$ cat src/rtl/spi_pkg.sv
// Shared definitions for the 16-bit SPI register-write link: frame layout, FSM states
// and the register map the peripheral decodes.
package spi_pkg;

  localparam int FRAME_W = 16;
  localparam int ADDR_W  = 7;
  localparam int DATA_W  = 8;

  typedef enum logic [2:0] {
    ST_IDLE  = 3'd0,
    ST_SETUP = 3'd1,
    ST_SHIFT = 3'd2,
    ST_HOLD  = 3'd3,
    ST_GAP   = 3'd4
  } state_e;

  localparam logic [ADDR_W-1:0] REG_OUT_7_0  = 7'h00;
  localparam logic [ADDR_W-1:0] REG_OUT_15_8 = 7'h01;
  localparam logic [ADDR_W-1:0] REG_PWM_7_0  = 7'h02;
  localparam logic [ADDR_W-1:0] REG_PWM_15_8 = 7'h03;
  localparam logic [ADDR_W-1:0] REG_DUTY     = 7'h04;

  function automatic logic [FRAME_W-1:0] pack_frame(input logic w,
                                                    input logic [ADDR_W-1:0] addr,
                                                    input logic [DATA_W-1:0] data);
    return {w, addr, data};
  endfunction

endpackage

$ cat src/rtl/spi_clk_gen.sv
// Half-period timer for the SPI serial clock: strobes one cycle before sclk is due to toggle,
// tagged as rise or fall from the current sclk level.
module spi_clk_gen #(
  parameter int HALF_PERIOD = 8,
  localparam int CNT_W = $clog2(HALF_PERIOD)
) (
  input  logic clk_i,
  input  logic rst_ni,
  input  logic en_i,
  input  logic sclk_i,
  output logic rise_o,
  output logic fall_o
);

  logic [CNT_W-1:0] cnt_q, cnt_d;
  logic             tc;

  assign tc = en_i && (cnt_q == CNT_W'(HALF_PERIOD - 1));

  // Counter rests at zero while disabled so every frame starts on a full half-period.
  always_comb begin
    cnt_d = cnt_q;
    if (!en_i || tc) cnt_d = '0;
    else             cnt_d = cnt_q + 1'b1;
  end

  always_ff @(posedge clk_i) begin
    if (!rst_ni) cnt_q <= '0;
    else         cnt_q <= cnt_d;
  end

  assign rise_o = tc & ~sclk_i;
  assign fall_o = tc &  sclk_i;

endmodule

$ cat src/rtl/spi_controller.sv
// SPI mode-0 write controller: latches one {write, addr, data} frame and shifts it out MSB-first.
// Handshake: a request transfers in any cycle where req_valid_i and req_ready_o are both high.
module spi_controller
  import spi_pkg::*;
#(
  parameter int HALF_PERIOD = 8,
  parameter int CS_GAP      = 4
) (
  input  logic              clk_i,
  input  logic              rst_ni,
  input  logic              req_valid_i,
  output logic              req_ready_o,
  input  logic              req_write_i,
  input  logic [ADDR_W-1:0] req_addr_i,
  input  logic [DATA_W-1:0] req_data_i,
  output logic              sclk_o,
  output logic              ncs_o,
  output logic              copi_o,
  output logic              busy_o,
  output logic              done_o,
  output state_e            state_o
);

  localparam int GAP_W = $clog2(CS_GAP + 1);

  state_e               state_q, state_d;
  logic [FRAME_W-2:0]   shreg_q, shreg_d;
  logic [3:0]           bit_q, bit_d;
  logic [GAP_W-1:0]     gap_q, gap_d;
  logic                 sclk_q, sclk_d;
  logic                 ncs_q, ncs_d;
  logic                 copi_q, copi_d;
  logic                 ready_q, ready_d;
  logic                 busy_q, busy_d;
  logic                 done_q, done_d;
  logic [FRAME_W-1:0]   frame_w;
  logic                 hp_en, hp_rise, hp_fall;

  assign frame_w = pack_frame(req_write_i, req_addr_i, req_data_i);
  assign hp_en   = (state_q == ST_SETUP) || (state_q == ST_SHIFT) || (state_q == ST_HOLD);

  spi_clk_gen #(.HALF_PERIOD(HALF_PERIOD)) u_clk_gen (
    .clk_i  (clk_i),
    .rst_ni (rst_ni),
    .en_i   (hp_en),
    .sclk_i (sclk_q),
    .rise_o (hp_rise),
    .fall_o (hp_fall)
  );

  always_comb begin
    state_d = state_q;
    shreg_d = shreg_q;
    bit_d   = bit_q;
    gap_d   = gap_q;
    sclk_d  = sclk_q;
    ncs_d   = ncs_q;
    copi_d  = copi_q;
    ready_d = ready_q;
    busy_d  = busy_q;
    done_d  = 1'b0;
    case (state_q)
      ST_IDLE: begin
        if (req_valid_i) begin
          state_d = ST_SETUP;
          copi_d  = frame_w[FRAME_W-1];
          shreg_d = frame_w[FRAME_W-2:0];
          bit_d   = 4'd0;
          ncs_d   = 1'b0;
          ready_d = 1'b0;
          busy_d  = 1'b1;
        end
      end
      ST_SETUP: begin
        if (hp_rise) begin
          state_d = ST_SHIFT;
          sclk_d  = 1'b1;
        end
      end
      ST_SHIFT: begin
        if (hp_rise) begin
          sclk_d = 1'b1;
        end else if (hp_fall) begin
          // Data moves only on the falling edge, so it is stable across the whole high phase.
          sclk_d = 1'b0;
          if (bit_q == 4'd15) begin
            state_d = ST_HOLD;
            copi_d  = 1'b0;
          end else begin
            bit_d   = bit_q + 4'd1;
            copi_d  = shreg_q[FRAME_W-2];
            shreg_d = {shreg_q[FRAME_W-3:0], 1'b0};
          end
        end
      end
      ST_HOLD: begin
        if (hp_rise) begin
          state_d = ST_GAP;
          ncs_d   = 1'b1;
          gap_d   = '0;
        end
      end
      ST_GAP: begin
        if (gap_q == GAP_W'(CS_GAP - 1)) begin
          state_d = ST_IDLE;
          gap_d   = '0;
          ready_d = 1'b1;
          busy_d  = 1'b0;
          done_d  = 1'b1;
        end else begin
          gap_d = gap_q + 1'b1;
        end
      end
      default: state_d = ST_IDLE;
    endcase
  end

  always_ff @(posedge clk_i) begin
    if (!rst_ni) begin
      state_q <= ST_IDLE;
      shreg_q <= '0;
      bit_q   <= '0;
      gap_q   <= '0;
      sclk_q  <= 1'b0;
      ncs_q   <= 1'b1;
      copi_q  <= 1'b0;
      ready_q <= 1'b1;
      busy_q  <= 1'b0;
      done_q  <= 1'b0;
    end else begin
      state_q <= state_d;
      shreg_q <= shreg_d;
      bit_q   <= bit_d;
      gap_q   <= gap_d;
      sclk_q  <= sclk_d;
      ncs_q   <= ncs_d;
      copi_q  <= copi_d;
      ready_q <= ready_d;
      busy_q  <= busy_d;
      done_q  <= done_d;
    end
  end

  assign req_ready_o = ready_q;
  assign sclk_o      = sclk_q;
  assign ncs_o       = ncs_q;
  assign copi_o      = copi_q;
  assign busy_o      = busy_q;
  assign done_o      = done_q;
  assign state_o     = state_q;

endmodule

$ cat config.mk
export PLATFORM = sky130hd
export DESIGN_NAME = spi_controller
export DESIGN_NICKNAME = d
export VERILOG_FILES = /design/src/rtl/spi_pkg.sv /design/src/rtl/spi_clk_gen.sv /design/src/rtl/spi_controller.sv
export SDC_FILE = /design/constraint.sdc
export NUM_CORES = 1
export LEC_CHECK = 0
export CAP_MARGIN = 30
export CORE_MARGIN = 10
export CORE_UTILIZATION = 40
export CTS_BUF_LIST = sky130_fd_sc_hd__clkbuf_2 sky130_fd_sc_hd__clkbuf_4 sky130_fd_sc_hd__clkbuf_8
export DETAILED_ROUTE_END_ITERATION = 10
export GPL_ROUTABILITY_DRIVEN = 0
export SETUP_SLACK_MARGIN = 0.3
export SKIP_CTS_REPAIR_TIMING = 1
export SYNTH_ARGS = -nofsm -noshare
export SYNTH_HDL_FRONTEND = slang
export SYNTH_HIERARCHICAL = 1
export SYNTH_SLANG_ARGS = --single-unit
$ cat constraint.sdc
create_clock -name clk_i -period 3.3 [get_ports clk_i]
set_clock_uncertainty 0.15 [all_clocks]
set_input_delay 0.825 -clock clk_i [delete_from_list [all_inputs] [get_ports clk_i]]
set_output_delay 0.825 -clock clk_i [all_outputs]
set_load 0.02 [all_outputs]
==> results.md, run 1 <==
- Status: complete, no violations
- Crit-path max FO: 21
- Total vias in the final route: 1,400
- Max Freq: 0.379 GHz
- Most common cell on crit path: nor2_1
- Post-synthesis adder-cell area fraction: 2.93%
- Clock Path Buffers: 2
- Synth Area in XOR/XNOR: 0%
- Area contributors post-synth: dfxtp_1 40%, a311oi_2 11%, nand2_1 7.3%
- Wire per inst: 14.8 um
- Vias in the first global route: 1,349
- Floorplan core area: 0.00406 mm^2
- R2R cell count: 8
- Mux contribution to synthesized area: 0%
- Crit start category: register
- Reg-to-Reg Start: state_o[1]$_SDFFE_PN0P_
- PD cells: 692 mW/mm^2
- Mapped cell area: 0.00171 mm^2
- Min Tclk post-route: 2.64 ns
- RSZ-0062 raised after global routing: false
- Share of the synthesized area in the top cell type: 39.9%
- Synth unique cells: 48
- Synthesis-to-finish area growth: 24.2%
- Rows: 23
- Clk slew on worst S/H paths: 0.07 ns
- Leak: 0.824 nW
- DIE HEIGHT: 85.3 um
- Hold path cells: 2
- R2R Setup Slk: 0.66 ns
- Seq pwr share: 39.5%
- CTS root buf: clkbuf_8
- Sw Share: 33.2%
- Post-synthesis sequential area ratio: 39.9%
- Die width: 85.3 um
- M1 GR Usage: 13.1%
- Most Used Layer, Global Route: met2
- CTS Sinks: 34
- Final core occ: 52.3%
- Port bufs: 27
- Synth warn: 6
- Most common cell after layout, fill and taps aside: dfxtp_1
- Slew of the pin with the lowest slew margin: 0.485 ns
- Initial Utilization: 42.1%
- Critical path endpoint category: register
- Synthesized area per cell: 9.44 um^2
- Ys async rst share: 0%
- # diodes: 0
- Final net count: 232
- Synth Register Bits: 34
- Post-Syn Instances: 181
- Syn Nets: 204
- Skew-Pair Late Insertion Delay: 0.28 ns
- Hold Crit Endpoint: ncs_o$_SDFFE_PN1P_
- Half-perimeter wire length after placement: 2700 um
- Net Switching: 0.000487 W
- Commonest non-fill, non-tap cells in the layout: 34 x dfxtp_1, 33 x nand2_1, 27 x clkdlybuf4s50_1
- Hold Fails Final Rpt: 0
- Largest net degree at the start of global routing: 22
- Primary FF master, synth: dfxtp_1
- Share of post-route cells with drive strength above 1: 20.0%
- Antenna violations before repair: 0
- Fraction of the mapped netlist area in simple logic gates: 30.2%
- Global-route wire length before repair: 6430 um
- Via density: 5.38
- Largest area contributor in the netlist: dfxtp_1
- Post-route ant nets: 0
- Launch point of the worst hold path: ncs_o$_SDFFE_PN1P_
- VDD IR-drop max: 0.335 mV
- Reg2reg end: bit_q[2]$_SDFFE_PN0P_
- Fillers: 385
- Total GRT Usage: 10.4%
- Int Power: 0.000981 W
- Critical path type: reg -> reg
- Slowest stage delay, CP: 0.63 ns
- Slew Limit Fails: 0
- Number of synthesized flops with an enable pin: 0
- Compound-Gate Fraction of Synth Area: 21.5%
- Largest family of logic cells by synthesized area: simple AND/OR/NAND/NOR gates
- Clock Power Share: 26.7%
- Final worst path period share: 80.0%
- DRT iter0 DRCs: 71
- Pre-antenna DRT Iters: 4
- Setup TNS: 0 ns
- DR DRC count: 0
- Hold WC Path Type: reg -> reg
- Number of setup violations in the final report: 0
- Num CTS Buffers: 5
- Met2 Use GR: 15.9%
- CP max-delay cell: dfxtp_1
- CP Data Arrival Time: 2.67 ns
- Max_cap viols: 0
- CP required: 3.33 ns
- Slew headroom: 67.6%
- Top Ports: 28
- Die area: 0.00728 mm^2
- CTS tree: built
- GRT Residual Overflow: 0
- Crit-path cells: nor2_1 -> nor2_1 -> and3_2 -> nand3b_4 -> a221oi_4 -> buf_4 -> o21ai_0 -> a32o_1
- Total wire length: 3840 um
- GR Util met3: 4.11%
- Combinational power share: 33.7%
- H-tree Lvls: 2
stage by stage:
stage          std cells  cell area (um^2)  total power, W  setup WS (ns)  hold slack (ns)
3_5_place_dp         252              2010         0.00109          0.639            0.314
3_3_place_gp         252              2010         0.00107          0.681            0.304
5_1_grt              260              2120         0.00156          0.425            0.347
2_1_floorplan        181              1710        0.000962          0.979            0.293
6_report             260              2120         0.00147          0.660            0.328
4_1_cts              260              2120         0.00149          0.649            0.334
layer usage:
metal	part of all wire [%]	wire [um]
met5	0	0
met4	0.39	15
met3	4.9	190
met2	46	1760
met1	49	1870
cell families after synthesis:
logic type	after synthesis
AND/OR/NAND/NOR	91
flip-flops	34
AO/OA/AOI/OAI	36
buffers and inverters	16
adder cells (fa/ha/maj)	4
state kept, by name (all words and copies together) (netlist names):
register         count
req_ready_o          1
gap_q                3
shreg_q             15
busy_o               1
sclk_o               1
done_o               1
bit_q                4
state_o              3
copi_o               1
u_clk_gen/cnt_q      3
ncs_o                1
synthesized netlist by cell type, types with 2 or more instances:
library cell / count
dfxtp_1: 34
nand2_1: 33
nor2_1: 19
a311oi_2: 12
nand3_1: 6
o21ai_0: 6
a21oi_1: 5
clkbuf_1: 4
ha_1: 4
nand2b_1: 4
a311oi_1: 3
buf_2: 3
buf_6: 3
inv_1: 3
a32o_1: 2
and2_1: 2
and4b_2: 2
buf_4: 2
nand4b_1: 2
nor3_1: 2
nor3b_1: 2
or3_1: 2
how the worst max path moves through the flow:
| stage | from | slack (ns) | cells past startpoint | endpoint |
|---|---|---|---|---|
| after floorplan | state_o[1]$_SDFFE_PN0P_ | 0.98 | 8 | state_o[0]$_SDFFE_PN0P_ |
| after global placement | req_valid_i | 0.68 | 6 | bit_q[2]$_SDFFE_PN0P_ |
| after detailed placement | req_valid_i | 0.64 | 6 | bit_q[2]$_SDFFE_PN0P_ |
| after CTS | state_o[1]$_SDFFE_PN0P_ | 0.65 | 8 | bit_q[2]$_SDFFE_PN0P_ |
| after global routing | state_o[1]$_SDFFE_PN0P_ | 0.42 | 8 | bit_q[2]$_SDFFE_PN0P_ |
| final | state_o[1]$_SDFFE_PN0P_ | 0.66 | 8 | bit_q[2]$_SDFFE_PN0P_ |
worst max-delay path: cells and delay by family (launching register included):
kind / cells / cell delay [ns]
AND/OR/NAND/NOR: 4 / 0.82
AO/OA/AOI/OAI: 3 / 0.65
flip-flops: 1 / 0.63
buffers and inverters: 1 / 0.29
cell type report:
cell class	count	area [um^2]	area share, %
multi-input combinational	131	933	44.0
sequential	34	681	32.1
timing repair buffer	33	315	14.9
clock buffer	7	83.8	3.95
tap	50	62.6	2.95
clock inverter	1	30.0	1.42
inverter	4	15.0	0.708
power groups by stage:
stage / registers, W / clock network (W) / logic, W
floorplan: 0.000584 / 0 / 0.000378
global placement: 0.000585 / 0 / 0.000482
detailed placement: 0.000590 / 0 / 0.000499
CTS: 0.000581 / 0.000403 / 0.000501
global route: 0.000594 / 0.000422 / 0.000547
finish: 0.000580 / 0.000393 / 0.000495
Power figures use the tool's default switching activity.
==> inputs of run 2 (changes only) <==
--- a/config.mk
+++ b/config.mk
@@ -11,6 +11,7 @@
 export CTS_BUF_LIST = sky130_fd_sc_hd__clkbuf_2 sky130_fd_sc_hd__clkbuf_4 sky130_fd_sc_hd__clkbuf_8
 export DETAILED_ROUTE_END_ITERATION = 10
 export GPL_ROUTABILITY_DRIVEN = 0
+export PLACE_DENSITY = 0.65
 export SETUP_SLACK_MARGIN = 0.3
 export SKIP_CTS_REPAIR_TIMING = 1
 export SYNTH_ARGS = -nofsm -noshare
==> constraint.sdc (replaced) <==
create_clock -name clk_i -period 2.4 [get_ports clk_i]
set_clock_uncertainty 0.15 [all_clocks]
set_input_delay 0.6 -clock clk_i [delete_from_list [all_inputs] [get_ports clk_i]]
set_output_delay 0.6 -clock clk_i [all_outputs]
set_load 0.02 [all_outputs]
==> run 2 against run 1 <==
Against the previous run:
- count of clock-buffer cells in the layout decreased by 1
- maximum frequency increased by 21%
- flip-flop and latch count unchanged
- final cell count increased by 6.5%
- global-route usage increased by 0.93 points
- highest routed layer unchanged
==> results.md, run 2 (same netlist as run 1, synthesis figures left out) <==
- Status: complete, no violations
- Critical path type: reg -> reg
- # diodes: 0 (unchanged)
- Most common cell after layout, fill and taps aside: nand2_1
- Slowest stage delay, CP: 0.34 ns (-0.29 ns)
- # placed instances: 253 (+0.40%)
- Reg2reg end: bit_q[2]$_SDFFE_PN0P_
- Max Freq: 0.458 GHz (+21%)
- Total wire length: 4440 um (+16%)
- Max reg flops: 15 (unchanged)
- Final Hold Slack: 0.330 ns (+0.00187 ns)
- CP max-delay cell: dfxtp_2
- Die area: 0.00728 mm^2 (unchanged)
- Top Ports: 28 (unchanged)
- DIE HEIGHT: 85.3 um (unchanged)
- CTS Sinks: 34 (unchanged)
- Clk slew on worst S/H paths: 0.07 ns (about the same)
- Hold Fails Final Rpt: 0 (unchanged)
- DR DRC count: 0 (unchanged)
- Crit-path max FO: 6 (-71%)
- Launch point of the worst hold path: copi_o$_SDFFE_PN0P_
- Die width: 85.3 um (unchanged)
- Min Tclk post-route: 2.18 ns (-0.459 ns)
- Hold Crit Endpoint: copi_o$_SDFFE_PN0P_
- Final net count: 249 (+7.3%)
- Worst setup margin: 0.219 ns (-0.441 ns)
- Leak: 0.980 nW (+19%)
- Total GRT Usage: 11.4% (+0.93 points)
- Top cell family by delay on the critical path: compound AO/OA/AOI/OAI gates
- Global-route wire length before repair: 6980 um (+8.5%)
- Place WS: -0.0228 ns (-0.662 ns)
- Via density: 5.46 (+1.4%)
- Slew headroom: 70.2% (+2.6 points)
- H-tree Lvls: 2 (unchanged)
- Vias in the first global route: 1,509 (+12%)
- CP required: 2.43 ns (-0.90 ns)
- PD cells: 937 mW/mm^2 (+35%)
- Pre-antenna DRT Iters: 4 (unchanged)
- Crit path buffers/inverters: 2 (+1)
- GRT Residual Overflow: 0 (unchanged)
- Fillers: 340 (-12%)
- Number of setup violations in the final report: 0 (unchanged)
- CTS root buf: clkbuf_8
- Total vias in the final route: 1,513 (+8.1%)
- Setup TNS: 0 ns (unchanged)
- Hold WC Path Type: reg -> reg
- Rows: 23 (unchanged)
- Half-perimeter wire length after placement: 2790 um (+3.3%)
- Max_cap viols: 0 (unchanged)
- Initial Utilization: 42.1% (unchanged)
- Port bufs: 27 (unchanged)
- Slew of the pin with the lowest slew margin: 0.446 ns (-0.0396 ns)
- R2R Setup Slk: 0.22 ns (-0.44 ns)
- Antenna violations before repair: 0 (unchanged)
- Final core occ: 58.7% (+6.4 points)
- Non-Filler Instances: 277 (+6.5%)
- Reg-to-Reg Start: u_clk_gen/cnt_q[0]$_SDFF_PP0_
- CTS tree: built
- Crit start category: register
- DRT iter0 DRCs: 77 (+8.5%)
- Critical path endpoint category: register
- Synthesis-to-finish area growth: 39.5%
- Largest net degree at the start of global routing: 38 (+73%)
- Crit-path cells: ha_4 -> ha_4 -> and3b_2 -> nand3b_4 -> a221oi_4 -> buf_12 -> buf_12 -> o21ai_1 -> a32o_1
- RSZ-0062 raised after global routing: true
- Skew-Pair Late Insertion Delay: 0.29 ns (about the same)
- Share of post-route cells with drive strength above 1: 33.0% (+13 points)
- Wire per inst: 16.0 um (+8.6%)
- Num CTS Buffers: 5 (unchanged)
- VDD IR-drop max: 0.442 mV (+32%)
- Slew Limit Fails: 0 (unchanged)
- Floorplan core area: 0.00406 mm^2 (unchanged)
- Commonest non-fill, non-tap cells in the layout: 32 x nand2_1, 30 x dfxtp_1, 24 x clkdlybuf4s50_1
- Largest registers: shreg_q x15, bit_q x4
- CP Data Arrival Time: 2.21 ns (-0.46 ns)
- R2R cell count: 9 (+1)
- Largest Register: shreg_q
- Post-route ant nets: 0 (unchanged)
- Final worst path period share: 90.9% (+11 points)
- Clock Path Buffers: 2 (unchanged)
- Hold path cells: 2 (unchanged)
run 2: changes by cell type in the layout (fill, tap and decap cells not counted), sizes merged:
cell | previous run | this run
buf | 6 | 22
bufinv | 1 | 0
clkdlybuf4s50 | 27 | 24
clkinv | 0 | 1
clkinvlp | 0 | 1
dlymetal6s2s | 0 | 3
run 2: how the worst max path moves through the flow:
stage / startpoint / endpoint / cells past startpoint
floorplan: state_o[0]$_SDFFE_PN0P_ / state_o[0]$_SDFFE_PN0P_ / 8
global placement: req_valid_i / bit_q[2]$_SDFFE_PN0P_ / 6
detailed placement: req_valid_i / bit_q[2]$_SDFFE_PN0P_ / 6
CTS: u_clk_gen/cnt_q[0]$_SDFF_PP0_ / bit_q[2]$_SDFFE_PN0P_ / 8
global route: u_clk_gen/cnt_q[0]$_SDFF_PP0_ / shreg_q[12]$_SDFFE_PN0P_ / 9
finish: u_clk_gen/cnt_q[0]$_SDFF_PP0_ / bit_q[2]$_SDFFE_PN0P_ / 9
run 2: worst register-to-register path, stage by stage (launching register included):
cell and delay (ns):
dfxtp_2 0.34, ha_4 0.16, ha_4 0.15, and3b_2 0.22
nand3b_4 0.18, a221oi_4 0.32, buf_12 0.15, buf_12 0.11
o21ai_1 0.07, a32o_1 0.22
run 2: power breakdown:
part	internal (W)	switching [W]	total (W)
logic	0.000501	0.000462	0.000963
clock network	0.000230	0.000218	0.000449
registers	0.000706	0.000113	0.000819
run 2: routing by layer:
metal	vias up	global-route usage [%]	wire length, um
li1	752	-	-
met1	722	14.2	2080
met2	29	17.2	2020
met3	10	3.44	238
met4	0	5.54	100
met5	-	0	0
run 2: layout make-up:
type	count	area, um^2	share of cell area (%)
clock buffers	6	82.6	3.47
clock inverters	2	12.5	0.525
inverters	4	15.0	0.630
multi-input cells	131	1010	42.6
flip-flops and latches	34	691	29.0
well taps	50	62.6	2.63
repair buffers	50	504	21.2
run 2: through the flow:
stage	power, W	cell area (um^2)
2_1_floorplan	0.00139	1760
3_3_place_gp	0.00154	2070
3_5_place_dp	0.00157	2070
4_1_cts	0.00203	2170
5_1_grt	0.00236	2380
6_report	0.00223	2380
==> inputs of run 3 (changes only) <==
==> constraint.sdc (replaced) <==
create_clock -name clk_i -period 1.8 [get_ports clk_i]
set_clock_uncertainty 0.15 [all_clocks]
set_input_delay 0.45 -clock clk_i [delete_from_list [all_inputs] [get_ports clk_i]]
set_output_delay 0.45 -clock clk_i [all_outputs]
set_load 0.02 [all_outputs]
==> run 3 against run 2 <==
Against the previous run:
- critical path type unchanged
- register-to-register slack lost 0.59 ns
- hold slack got worse by 0.0072 ns
- the flow now finishes with violations (setup timing)
- sequential power rose by 32%
- highest routed layer unchanged
- via count rose by 1.5%
- first-iteration DRC count is 52% higher
- clock power increased by 17%
==> results.md, run 3 (same netlist as run 1, synthesis figures left out) <==
- Status: finished with violations
- Failing checks: setup timing
- GRT Residual Overflow: 0 (unchanged)
- Wire per inst: 15.6 um (-2.6%)
- Net Switching: 0.00103 W (+29%)
- CTS root buf: clkbuf_8
- # diodes: 0 (unchanged)
- Slew of the pin with the lowest slew margin: 0.280 ns (-0.166 ns)
- Crit path buffers/inverters: 0 (-2)
- Worst setup margin: -0.368 ns (-0.587 ns)
- PD cells: 1170 mW/mm^2 (+25%)
- Max reg flops: 15 (unchanged)
- Total GRT Usage: 11.6% (+0.21 points)
- Die area: 0.00728 mm^2 (unchanged)
- Clock Path Buffers: 2 (unchanged)
- Total vias in the final route: 1,535 (+1.5%)
- Crit-path cells: ha_4 -> ha_4 -> and3b_2 -> nand3b_4 -> and3b_4 -> or4_4 -> a211oi_2
- Sw Share: 35.6% (+0.068 points)
- Int Power: 0.00185 W (+29%)
- Slew Limit Fails: 0 (unchanged)
- Register area: 693 um^2 (+0.36%)
- Rows: 23 (unchanged)
- Largest registers: shreg_q x15, bit_q x4
- Top Ports: 28 (unchanged)
- CTS tree: built
- Clock Power Share: 18.3% (-1.8 points)
- DR DRC count: 0 (unchanged)
- H-tree Lvls: 2 (unchanged)
- CP Data Arrival Time: 2.22 ns (about the same)
- Pre-antenna DRT Iters: 4 (unchanged)
- DIE HEIGHT: 85.3 um (unchanged)
- Max Freq: 0.461 GHz (+0.61%)
- CP required: 1.85 ns (-0.58 ns)
- Total wire length: 4450 um (+0.20%)
- Initial Utilization: 42.1% (unchanged)
- Max_cap viols: 0 (unchanged)
- Synthesis-to-finish area growth: 44.3%
- Most common cell after layout, fill and taps aside: nand2_1
- Floorplan core area: 0.00406 mm^2 (unchanged)
- Hold WC Path Type: reg -> reg
- Largest Register: shreg_q
- Critical path type: reg -> reg
- Vias in the first global route: 1,548 (+2.6%)
- RSZ-0062 raised after global routing: true
- Num CTS Buffers: 5 (unchanged)
- Port bufs: 27 (unchanged)
- Most common cell on crit path: ha_4
- CTS Sinks: 34 (unchanged)
- Global-route wire length before repair: 7150 um (+2.5%)
- Crit start category: register
- Final worst path period share: 120% (+30 points)
- Via density: 5.39 (-1.4%)
- Final core occ: 60.7% (+2.0 points)
- Post-route ant nets: 0 (unchanged)
- Half-perimeter wire length after placement: 3140 um (+13%)
- Multi-input combinational cell area: 0.00106 mm^2 (+4.1%)
- Final net count: 257 (+3.2%)
- Antenna violations before repair: 0 (unchanged)
- Hold Fails Final Rpt: 0 (unchanged)
- Combinational power share: 44.4% (+1.2 points)
- Crit-path max FO: 3 (-3)
- Clk slew on worst S/H paths: 0.07 ns (about the same)
- Slowest stage delay, CP: 0.51 ns (+0.17 ns)
- Commonest non-fill, non-tap cells in the layout: 33 x nand2_1, 28 x dfxtp_1, 26 x buf_4
- Leak: 1.01 nW (+3.1%)
- Number of setup violations in the final report: 23 (+23)
- Area after DPL: 0.00227 mm^2 (+9.5%)
- Fillers: 353 (+3.8%)
- DRT iter0 DRCs: 117 (+52%)
- Share of post-route cells with drive strength above 1: 41.3% (+8.2 points)
- Die width: 85.3 um (unchanged)
- Min Tclk post-route: 2.17 ns (-0.0132 ns)
- CP max-delay cell: or4_4
- Final instance area: 0.00246 mm^2 (+3.5%)
- Top cell family by delay on the critical path: simple AND/OR/NAND/NOR gates
- Slew headroom: 81.3% (+11 points)
- Largest net degree at the start of global routing: 33 (-13%)
- Seq pwr share: 37.4% (+0.7 points)
- Skew-Pair Late Insertion Delay: 0.28 ns (about the same)
- Critical path endpoint category: register
- VDD IR-drop max: 0.760 mV (+72%)
## run 3: cell count changes in the layout (fill, tap and decap cells not counted), sizes merged
cell,before,now
buf,22,35
clkdlybuf4s50,24,18
clkinv,1,3
clkinvlp,1,0
## run 3: worst reg2reg max path, delay by kind of cell, from the launching register on
kind | cells | cell delay, ns
adder cells (fa/ha/maj) | 2 | 0.32
flip-flops | 1 | 0.34
AO/OA/AOI/OAI | 1 | 0.21
AND/OR/NAND/NOR | 4 | 1.07
## run 3: cell type report
| class | instances | area share [%] |
|---|---|---|
| inverter | 4 | 0.609 |
| tap | 50 | 2.54 |
| multi-input combinational | 131 | 42.8 |
| sequential | 34 | 28.1 |
| clock buffer | 5 | 2.79 |
| clock inverter | 3 | 0.457 |
| timing repair buffer | 58 | 22.6 |
## run 3: path summary, 6_finish.rpt
check | cells past startpoint | endpoint | slack, ns | start
max | 7 | state_o[0]$_SDFFE_PN0P_ | -0.37 | u_clk_gen/cnt_q[0]$_SDFF_PP0_
min | 2 | ncs_o$_SDFFE_PN1P_ | 0.32 | ncs_o$_SDFFE_PN1P_
max reg2reg | 7 | state_o[0]$_SDFFE_PN0P_ | -0.37 | u_clk_gen/cnt_q[0]$_SDFF_PP0_
min reg2reg | 2 | ncs_o$_SDFFE_PN1P_ | 0.32 | ncs_o$_SDFFE_PN1P_
## run 3: stage by stage
stage	setup TNS (ns)	hold WS (ns)	power, W	cells	setup slack (ns)
2_1_floorplan	-6.09	0.299	0.00186	181	-0.338
3_3_place_gp	-6.40	0.299	0.00223	277	-0.354
3_5_place_dp	-7.00	0.308	0.00227	277	-0.393
4_1_cts	-8.47	0.326	0.00280	285	-0.406
5_1_grt	-7.66	0.344	0.00307	285	-0.437
6_report	-5.80	0.322	0.00288	285	-0.368
## run 3: power groups by stage
stage / logic [W] / clock network (W) / registers (W)
floorplan: 0.000761 / 0 / 0.00110
global placement: 0.00117 / 0 / 0.00106
detailed placement: 0.00120 / 0 / 0.00107
CTS: 0.00121 / 0.000535 / 0.00105
global route: 0.00141 / 0.000573 / 0.00109
finish: 0.00128 / 0.000526 / 0.00108
## run 3: per-layer routing
metal / routed length [um] / GRT usage [%]
met1: 1940 / 13.7
met4: 36 / 2.84
met3: 151 / 4.21
met5: 0 / 0
met2: 2320 / 19.3
==> RTL change: new RTL, settings of run 3 <==
`HALF_PERIOD` is set to 8 in 2 places; all go to 4.
--- a/src/rtl/spi_clk_gen.sv
+++ b/src/rtl/spi_clk_gen.sv
@@ -1,7 +1,7 @@
 // Half-period timer for the SPI serial clock: strobes one cycle before sclk is due to toggle,
 // tagged as rise or fall from the current sclk level.
 module spi_clk_gen #(
-  parameter int HALF_PERIOD = 8,
+  parameter int HALF_PERIOD = 4,
   localparam int CNT_W = $clog2(HALF_PERIOD)
 ) (
   input  logic clk_i,
--- a/src/rtl/spi_controller.sv
+++ b/src/rtl/spi_controller.sv
@@ -3,7 +3,7 @@
 module spi_controller
   import spi_pkg::*;
 #(
-  parameter int HALF_PERIOD = 8,
+  parameter int HALF_PERIOD = 4,
   parameter int CS_GAP      = 4
 ) (
   input  logic              clk_i,
Check against the original RTL: not equivalent (Yosys sat finds a counterexample within 10 cycles, from zero or initial values and one cycle with rst_ni low).
==> RTL change against run 3 <==
- the run still ends with negative setup slack left
- final area is 2.8% higher
- setup slack better by 0.15 ns
- fmax is 7.5% higher
- sequential cell count is 1 lower
- die area is 2.0% lower
- area after synthesis is 2.6% lower
- wire length is 3.4% higher
- combinational power is 34% higher
- total power is 15% higher
- largest cell class unchanged
- largest power group unchanged
- highest routed layer unchanged
==> RTL change: results (changes against run 3) <==
Min path
  – Hold endpoint: busy_o
  – Type of the most critical hold path: flip-flop to flip-flop
  – HP Start: busy_o

Drt
  – Violation count after the first detailed-routing iteration: 110 (-6.0%)
  – Vias per inst: 5.49 (+1.9%)
  – DR WL/cell: 15.9 um (+1.6%)
  – DR vias: 1,591 (+3.6%)
  – Drt first pass iters: 4 (unchanged)

Setup path
  – RR Startpoint: state_o[1]
  – CP arrival: 2.06 ns (-0.16 ns)
  – Startpoint types: flip-flop
  – Worst reg2reg path depth: 7 (unchanged)
  – Critical path's largest stage delay: around 0.50 ns
  – Slowest-stage cell, CP: or4_4
  – Crit path to: state_o[0]

CTS
  – Clk Latency, worst-skew pair: ~0.27 ns
  – Htree depth: 2 (unchanged)
  – Clock Tree Root: clkbuf_8
  – Cts bufs inserted: 5 (unchanged)

Finish
  – Top Registers: shreg_q (15), bit_q (4)
  – Layout Nets: 262 (+1.9%)
  – Proportion of layout cells with a drive suffix above 1: 0.446 (+0.0331)
  – N_diodes: 0 (unchanged)
  – Filler Cell Count: 319 (-9.6%)

Global routing
  – Gr ovfl total: 0 (unchanged)
  – Antenna violations before repair: 0 (unchanged)
  – Gr usage total: 0.113 (-0.00241)
  – Vias in the first global route: 1,540 (-0.52%)
  – First-pass GRT wire length: 6910 um (-3.3%)
  – Largest net degree at the start of global routing: 34 (+3.0%)

Pwr
  – Sw Share: 0.361 (+0.00470)
  – Peak VDD IR: 669 uV (-12%)
  – Leakage Power: 1.07 nW (+5.6%)

Placement
  – Dpl hpwl: 3130 um (-0.34%)
  – Post-place setup slack: -0.399 ns (-0.00608 ns)
  – Buffers added on ports: 27 (unchanged)
  – Post-DP Area: 2220 um2 (-1.9%)
  – # placed instances: 274 (-1.1%)

Synthesis
  – Register area share after synthesis: 0.397 (-0.00154)
  – Syn Area/Cell: 9.35 um2 (-0.92%)
  – Synth Area in Adders: 0.0226 (-0.00675)
  – Synth Net Count: 200 (-2.0%)
  – Commonest cells post-synth: dfxtp_1 (33), nand2_1 (33), nor2_1 (19)
  – Ranking of synthesized cells by area: dfxtp_1 (40%), a311oi_2 (11%), nand2_1 (7.4%)
  – Synth Area in Compound Gates: 0.221 (+0.00567)

Status
  – Outcome: finished, violations left
  – Violated checks: negative setup slack

Timing
  – PnR worst setup slack: -0.216 ns (+0.152 ns)
  – Hold slack: 0.326 ns (+0.00380 ns)
  – Setup TNS: -3.76 ns (+2.04 ns)
  – Setup-failing EPs final: 23 (unchanged)
  – Rel. slew slack: 0.795 (-0.0188)
==> RTL change: power by group through the flow <==
stage | clock, mW | combinational (mW) | sequential [mW]
finish | 0.565 | 1.71 | 1.03
global route | 0.610 | 1.85 | 1.05
CTS | 0.583 | 1.44 | 1.00
detailed placement | 0 | 1.43 | 1.02
global placement | 0 | 1.38 | 1.01
floorplan | 0 | 0.917 | 1.06
==> RTL change: area by class of cell <==
type / instances / area, um2 / area share
multi-input combinational: 129 / 1030 / 0.407
sequential: 33 / 673 / 0.266
timing repair buffer: 67 / 663 / 0.262
clock buffer: 7 / 90.1 / 0.0355
tap: 50 / 62.6 / 0.0247
inverter: 4 / 15.0 / 0.00592
==> RTL change: layer usage <==
| layer | track usage | part of all wire | routed length [um] |
|---|---|---|---|
| met1 | 0.136 | 0.43 | 1960 |
| met2 | 0.187 | 0.52 | 2390 |
| met3 | 0.0415 | 0.049 | 226 |
| met4 | 0.0269 | 0.0063 | 29 |
| met5 | 0 | 0 | 0 |
